$ cat src/rtl/fnd_scan_to_bcd.sv
// FND scan receiver: snoops digit-select/font lines and rebuilds {d3,d2,d1,d0} BCD frames.
// Ports: i_clk, i_reset_n, i_digit, i_fndfont, i_clear -> o_bcd, o_valid, o_frame_err, o_sel_err [, o_dp with FND_DP_CAPTURE_EN].
module fnd_scan_to_bcd #(
  parameter int DEBOUNCE_CNT = 4
) (
  input  logic        i_clk,
  input  logic        i_reset_n,
  input  logic [3:0]  i_digit,
  input  logic [7:0]  i_fndfont,
  input  logic        i_clear,
`ifdef FND_DP_CAPTURE_EN
  output logic [3:0]  o_dp,
`endif
  output logic [15:0] o_bcd,
  output logic        o_valid,
  output logic        o_frame_err,
  output logic        o_sel_err
);

  typedef enum logic [1:0] {
    S_IDLE,
    S_DWELL,
    S_HOLD
  } state_t;

  localparam logic [7:0] ACC = 8'(DEBOUNCE_CNT - 1);

  state_t      state, state_n;
  logic [3:0]  r_digit, p_digit;
  logic [7:0]  r_font, p_font;
  logic [7:0]  cnt, cnt_n, cnt_inc;
  logic [3:0]  seen, seen_n;
  logic [3:0]  err, err_n;
  logic [15:0] shadow;
  logic [1:0]  idx;
  logic        sel_ok, sel_multi;
  logic [3:0]  nib;
  logic        bad;
  logic        same, accept, commit;
  logic [7:0]  font_in;

`ifdef FND_DP_CAPTURE_EN
  logic [3:0]  shadow_dp;
  assign font_in = i_fndfont;
`else
  // dp forced off so it never affects pair comparison
  assign font_in = i_fndfont | 8'h80;
`endif

  always_ff @(posedge i_clk or negedge i_reset_n) begin
    if (!i_reset_n) begin
      r_digit <= 4'hF;
      r_font  <= 8'hFF;
      p_digit <= 4'hF;
      p_font  <= 8'hFF;
    end else begin
      r_digit <= i_digit;
      r_font  <= font_in;
      p_digit <= r_digit;
      p_font  <= r_font;
    end
  end

  always_comb begin
    idx       = 2'd0;
    sel_ok    = 1'b0;
    sel_multi = 1'b0;
    case (r_digit)
      4'b1110: begin idx = 2'd0; sel_ok = 1'b1; end
      4'b1101: begin idx = 2'd1; sel_ok = 1'b1; end
      4'b1011: begin idx = 2'd2; sel_ok = 1'b1; end
      4'b0111: begin idx = 2'd3; sel_ok = 1'b1; end
      4'b1111: sel_ok = 1'b0;
      default: sel_multi = 1'b1;
    endcase
  end

  always_comb begin
    nib = 4'hE;
    bad = 1'b0;
    case (r_font[6:0])
      7'h40: nib = 4'd0;
      7'h79: nib = 4'd1;
      7'h24: nib = 4'd2;
      7'h30: nib = 4'd3;
      7'h19: nib = 4'd4;
      7'h12: nib = 4'd5;
      7'h02: nib = 4'd6;
      7'h78: nib = 4'd7;
      7'h00: nib = 4'd8;
      7'h10: nib = 4'd9;
      7'h7F: nib = 4'hF;
      default: bad = 1'b1;
    endcase
  end

  assign same    = (r_digit == p_digit) && (r_font == p_font);
  assign cnt_inc = cnt + 8'd1;
  assign commit  = (seen == 4'b1111);

  always_comb begin
    state_n = state;
    cnt_n   = cnt;
    accept  = 1'b0;
    unique case (state)
      S_IDLE: begin
        if (sel_ok) begin
          state_n = S_DWELL;
          cnt_n   = 8'd0;
        end
      end
      S_DWELL: begin
        if (!sel_ok) begin
          state_n = S_IDLE;
        end else if (!same) begin
          cnt_n = 8'd0;
        end else if (cnt_inc == ACC) begin
          accept  = 1'b1;
          state_n = S_HOLD;
          cnt_n   = 8'd0;
        end else begin
          cnt_n = cnt_inc;
        end
      end
      S_HOLD: begin
        if (!sel_ok) begin
          state_n = S_IDLE;
        end else if (!same) begin
          state_n = S_DWELL;
          cnt_n   = 8'd0;
        end
      end
      default: state_n = S_IDLE;
    endcase
  end

  // an accept on the commit edge starts the next frame
  always_comb begin
    seen_n = commit ? 4'b0000 : seen;
    err_n  = commit ? 4'b0000 : err;
    if (accept) begin
      seen_n[idx] = 1'b1;
      err_n[idx]  = bad;
    end
  end

  always_ff @(posedge i_clk or negedge i_reset_n) begin
    if (!i_reset_n) begin
      state <= S_IDLE;
      cnt   <= 8'd0;
    end else if (i_clear) begin
      state <= S_IDLE;
      cnt   <= 8'd0;
    end else begin
      state <= state_n;
      cnt   <= cnt_n;
    end
  end

  always_ff @(posedge i_clk or negedge i_reset_n) begin
    if (!i_reset_n) begin
      seen        <= 4'b0000;
      err         <= 4'b0000;
      shadow      <= 16'h0000;
      o_bcd       <= 16'h0000;
      o_valid     <= 1'b0;
      o_frame_err <= 1'b0;
      o_sel_err   <= 1'b0;
`ifdef FND_DP_CAPTURE_EN
      shadow_dp   <= 4'h0;
      o_dp        <= 4'h0;
`endif
    end else if (i_clear) begin
      seen        <= 4'b0000;
      err         <= 4'b0000;
      shadow      <= 16'h0000;
      o_valid     <= 1'b0;
      o_sel_err   <= 1'b0;
`ifdef FND_DP_CAPTURE_EN
      shadow_dp   <= 4'h0;
`endif
    end else begin
      seen    <= seen_n;
      err     <= err_n;
      o_valid <= commit;
      if (sel_multi) o_sel_err <= 1'b1;
      if (accept) begin
        shadow[{idx, 2'b00} +: 4] <= nib;
`ifdef FND_DP_CAPTURE_EN
        shadow_dp[idx] <= ~r_font[7];
`endif
      end
      if (commit) begin
        o_bcd       <= shadow;
        o_frame_err <= |err;
`ifdef FND_DP_CAPTURE_EN
        o_dp        <= shadow_dp;
`endif
      end
    end
  end

endmodule

$ cat config.mk
export PLATFORM = sky130hd
export DESIGN_NAME = fnd_scan_to_bcd
export DESIGN_NICKNAME = d
export VERILOG_FILES = /design/src/rtl/fnd_scan_to_bcd.sv
export SDC_FILE = /design/constraint.sdc
export NUM_CORES = 1
export LEC_CHECK = 0
export ABC_AREA = 0
export CAP_MARGIN = 20
export CORE_AREA = 2 2 86 88
export CTS_BUF_LIST = sky130_fd_sc_hd__clkbuf_16
export CTS_CLUSTER_DIAMETER = 100
export DETAILED_ROUTE_END_ITERATION = 12
export DIE_AREA = 0 0 88 90
export GPL_ROUTABILITY_DRIVEN = 1
export HOLD_SLACK_MARGIN = 0.08
export PLACE_DENSITY = 0.75
export SETUP_SLACK_MARGIN = 0.15
export SYNTH_ARGS = -nofsm -noshare
export SYNTH_HDL_FRONTEND = slang
export SYNTH_SLANG_ARGS = --single-unit
$ cat constraint.sdc
create_clock -name i_clk -period 7.63 [get_ports i_clk]
set_clock_uncertainty 0.15 [all_clocks]
set_input_delay 1.1445 -clock i_clk [delete_from_list [all_inputs] [get_ports i_clk]]
set_output_delay 1.1445 -clock i_clk [all_outputs]
set_load 0.05 [all_outputs]
### Yosys cells after proc, flatten, opt, wreduce, memory -nomap -nowiden

Index checks and enable logic that the tools add are counted.

* reductions and logical operators: 13
* add/sub/neg operators: 2
* equality and inequality tests: 29
* bitwise operators: 2
* magnitude comparators: 2
* shifts and indexed selects: 2
* muxes and demuxes: 39

Operator list (number)
* two-way mux 8 bit: 7
* case mux 4 bit (11 select lines): 1
* two-way mux 16 bit: 2
* == test 7 bit (second input constant): 4
* two-way mux 4 bit: 6
* case mux 8 bit (3 select lines): 1
* == test 7 x 5 -> 1 bit (second input constant): 3
* == test 4 bit (second input constant): 5
* bitwise mux 16 bit: 1
* variable shift 4 x 6 -> 16 bit (first input constant): 1
* variable part select 4 x 6 -> 16 bit: 1
* == test 7 x 6 -> 1 bit (second input constant): 2
* two-way mux 2 bit: 7
* != test 3 bit (second input constant): 4
* != test 4 bit (second input constant): 3
* case mux 2 bit (3 select lines): 2
* OR reduction 11 bit: 1
* two-way mux 1 bit: 10
* adder 8 x 1 -> 8 bit (second input constant): 1
* == test 8 x 2 -> 1 bit (second input constant): 1
* OR reduction 4 bit: 2
* == test 7 x 2 -> 1 bit (second input constant): 1
* == test 7 bit: 1
* logical NOT 7 bit: 1
* other kinds (20): 21

* output and inout port bits: 19
* register bits: 75
* logic and storage cells: 102
* bits of input ports: 15

### Depth between registers and ports, before layout

* depth after elaboration: 9
* gate-level depth with buffers: 10
* mapped depth without buffers: 8

### Least setup slack after synthesis

Ideal clock, no wire load.

* path kind: input -> register
* from: in i_clear
* to: reg o_bcd[10]
* stages: 3
* setup time: 0.125 ns
* buffers on the path: 1
* arrival time: 2.322 ns
* slack: 5.033 ns
* data required time: 7.355 ns
* path through: nor2_1 > clkbuf_1 > mux2_2

* word-level cells in the longest chain between the ends: 2

RTL lines
* from (decl): line 10 `input logic i_clear,`
* NOT 1 bit (no source line)
* AND reduction 2 bit (no source line)
* to (signal assigned): line 194 `o_bcd <= shadow;`
* to (decl): line 14 `output logic [15:0] o_bcd,`

No other way between the ends.
A chain may end at the register's enable or synchronous reset.

### Worst setup path after layout

* from: in i_clear
* to: reg state[0]

* word-level cells in the longest chain between the ends: 2
* elaborated cells on any way between the ends: 6
* those cells by class: eq/ne (4); mux (1); reduce/logical (1)

RTL lines
* != test 4 bit (no source line) / != test 3 bit (equally long branches)
* AND reduction 4 bit (no source line)
* to (signal assigned): line 155 `state <= state_n;`
* to (decl): line 28 `state_t state, state_n;`

Parallel ways exist; a longest one is shown, timed or not.

==> metrics <==
Synth area leaders dfrtp_1, dfstp_2, mux2_2, ha_1, xor2_1; DP Area a little over 0.004 mm²; First-pass DRT Iterations 4; Synth cell types 63; Final Util 0.622; share of post-route cells with drive strength above 1 0.215; initial antenna violation count 0; Post-CTS Setup Repair Bufs 0; status completed; crit-path cells clkdlybuf4s50_1, or4b_1, o311ai_1, o41ai_1, mux2_1; DRT iter0 DRCs ~170; Final Power a little over 900 µW; Max-Cap Viols 0; Post-Route Setup TNS 0 ns; Worst setup EP type register; clk_lat worst skew 0.33 ns; RSZ-0062 raised after global routing false; most frequent cells in the layout dfrtp_1, clkdlybuf4s50_1, dfstp_2; Sw Share 0.260; gr ovfl total 0; Final HPWL DP 4.53 mm; syn avg cell area between 10 and 15 µm²; # resized after CTS 0; CTS tree done; register area between 0.0015 and 0.002 mm²; Net Sw Power about 240 µW; CTS Buffer Depth 2; endpoints failing hold 0; Final nets 376; Worst Tran Pin Value 0.891 ns; post-synthesis async set-or-reset flop share 1.00; die span in x slightly below 90 µm; Synth Register Bits between 70 and 80; gr usage total 0.195; Multi-input gate area 0.00171 mm²; Reg clk slew, reported paths about 0.06 ns; Setup WS post-layout about 4.4 ns; largest net degree at the start of global routing 76; Antenna Cells 0; WL/cell approximately 15 µm; final WL 6.78 mm; CP Launch Type input port; vias in the first global route between 2000 and 3000; Starting Density 0.532; yosys warns 0; Final min period 3.28 ns; Placer Congestion between 0.8 and 0.9; worst hold margin about 0.26 ns; Slew headroom 0.406; non-filler cells, final 452; Via Count about 2600; P_leak around 1.9 nW; Core Region roughly 0.0070 mm²; EDFF count, synth 0; Root Buffer clkbuf_16; Fillers between 500 and 600; Syn Inst Count 320; placed insts 436; critical path peak fanout 23; TritonCTS buffer count 9; IO Pins 34; Avg Vias per Cell 5.71; Slew Limit Fails 0; IO Port Bufs 32; final antenna-violating net count 0; first-pass GRT wire length 12.2 mm; Sink Count 75; FMAX about 300 MHz; Comb power frac 0.094; synthesized area around 0.0037 mm²; die area approximately 0.008 mm²; Hold Buf Count CTS 0; Hold Crit Class reg -> reg; CP peak stage delay between 0.8 and 0.9 ns; Yosys top cell area share 0.355; Synth Flop Type dfrtp_1; Die Y ~90 µm; row count 31; Crit-path slowest cell clkdlybuf4s50_1; Tcrit/Tclk final 0.429; Finished Cell Area about 0.0044 mm²; H-tree levels 3; commonest non-fill, non-tap cell in the layout dfrtp_1; kind of critical path in -> reg; post-synth top area cell dfrtp_1; DP Worst Slack ~4 ns; endpoints failing setup 0; sequential area share after synthesis 0.510; Clock power frac 0.438; Pwr Density between 200 and 250 mW/mm²; Post-Syn Nets about 350; critical path data required time between 7 and 8 ns; WP data arrival between 3 and 4 ns; internal cell power about 670 µW; P&R area growth vs syn 17.0%; Seq pwr share 0.468; VDD IR max approximately 170 µV; DRC Markers 0
[critical path, delay by kind of cell]
| family | cells | cell delay (ns) |
|---|---|---|
| AOI/OAI and AO/OA | 2 | 0.31 |
| buffers and inverters | 1 | 0.86 |
| muxes | 1 | 0.33 |
| and+or+nand+nor | 1 | 0.69 |
[synthesized netlist by cell type, drive strengths merged (2+ instances only)]
library cell  number
o21a               2
or3b               2
xor2              14
nand3             13
nor4               4
nor2              17
nand3b             3
mux2i              5
o31ai              3
nor2b              5
nor3               8
or3                2
and4b              2
nand2             21
inv                5
a41oi              2
o2bb2ai           13
clkbuf             3
dfrtp             53
and3               6
a21oi             13
nor4b              5
buf               13
nor3b              2
o21ai             16
nand4              8
ha                13
or4b               2
dfstp             22
nand2b             2
mux2              21
[registers in the layout, summed over array words and instances, names as in the netlist, 2 cells and up]
name	count
p_font	7
err	4
p_digit	4
shadow	16
seen	4
r_font	7
state	2
o_bcd	16
r_digit	4
cnt	8
[power groups by stage]
stage	registers, mW	clock network (mW)	logic, mW
after CTS	0.426	0.407	0.0859
after detailed placement	0.433	0	0.0843
final	0.426	0.399	0.0853
after global placement	0.432	0	0.0822
after floorplan	0.429	0	0.0609
after global routing	0.428	0.430	0.0955
[logic make-up (layout without fill, tap and decap cells)]
family,after synthesis,in the layout,share of synthesized area
and+or+nand+nor,106,106,0.173
adders and majority gates,14,14,0.0462
AOI/OAI and AO/OA,63,63,0.126
muxes,26,26,0.0777
DFF,75,75,0.510
buffers and inverters,21,54,0.0322
xor gates and xnor gates,15,15,0.0352
[per-layer routing]
layer	GRT usage	vias up	wire length, µm
li1	-	1239	-
met5	0	-	0
met1	0.269	1279	3060
met2	0.307	51	3360
met3	0.0331	10	252
met4	0.0731	0	108
[layout make-up]
type / count / area share
Timing Repair Buffer: 33 / 0.0745
Tap cell: 99 / 0.0284
Clock inverter: 7 / 0.0137
Clock buffer: 9 / 0.0516
Inverter: 5 / 0.00430
Multi-Input combinational cell: 224 / 0.392
Sequential cell: 75 / 0.436
[final timing paths]
path	start	endpoint	slack (ns)	cells after the start
worst min register to register	r_digit[0]$_DFF_PN1_	p_digit[0]$_DFF_PN1_	0.26	0
worst max register to register	cnt[1]$_DFFE_PN0P_	state[0]$_DFFE_PN0P_	4.82	7
worst min-delay path	r_digit[0]$_DFF_PN1_	p_digit[0]$_DFF_PN1_	0.26	0
max in group asynchronous	i_reset_n	o_sel_err$_DFFE_PN0P_	5.96	1
min in group asynchronous	i_reset_n	cnt[5]$_DFFE_PN0P_	0.77	1
worst max-delay path	i_clear	state[0]$_DFFE_PN0P_	4.35	5
(Power assumes the default switching activity.)
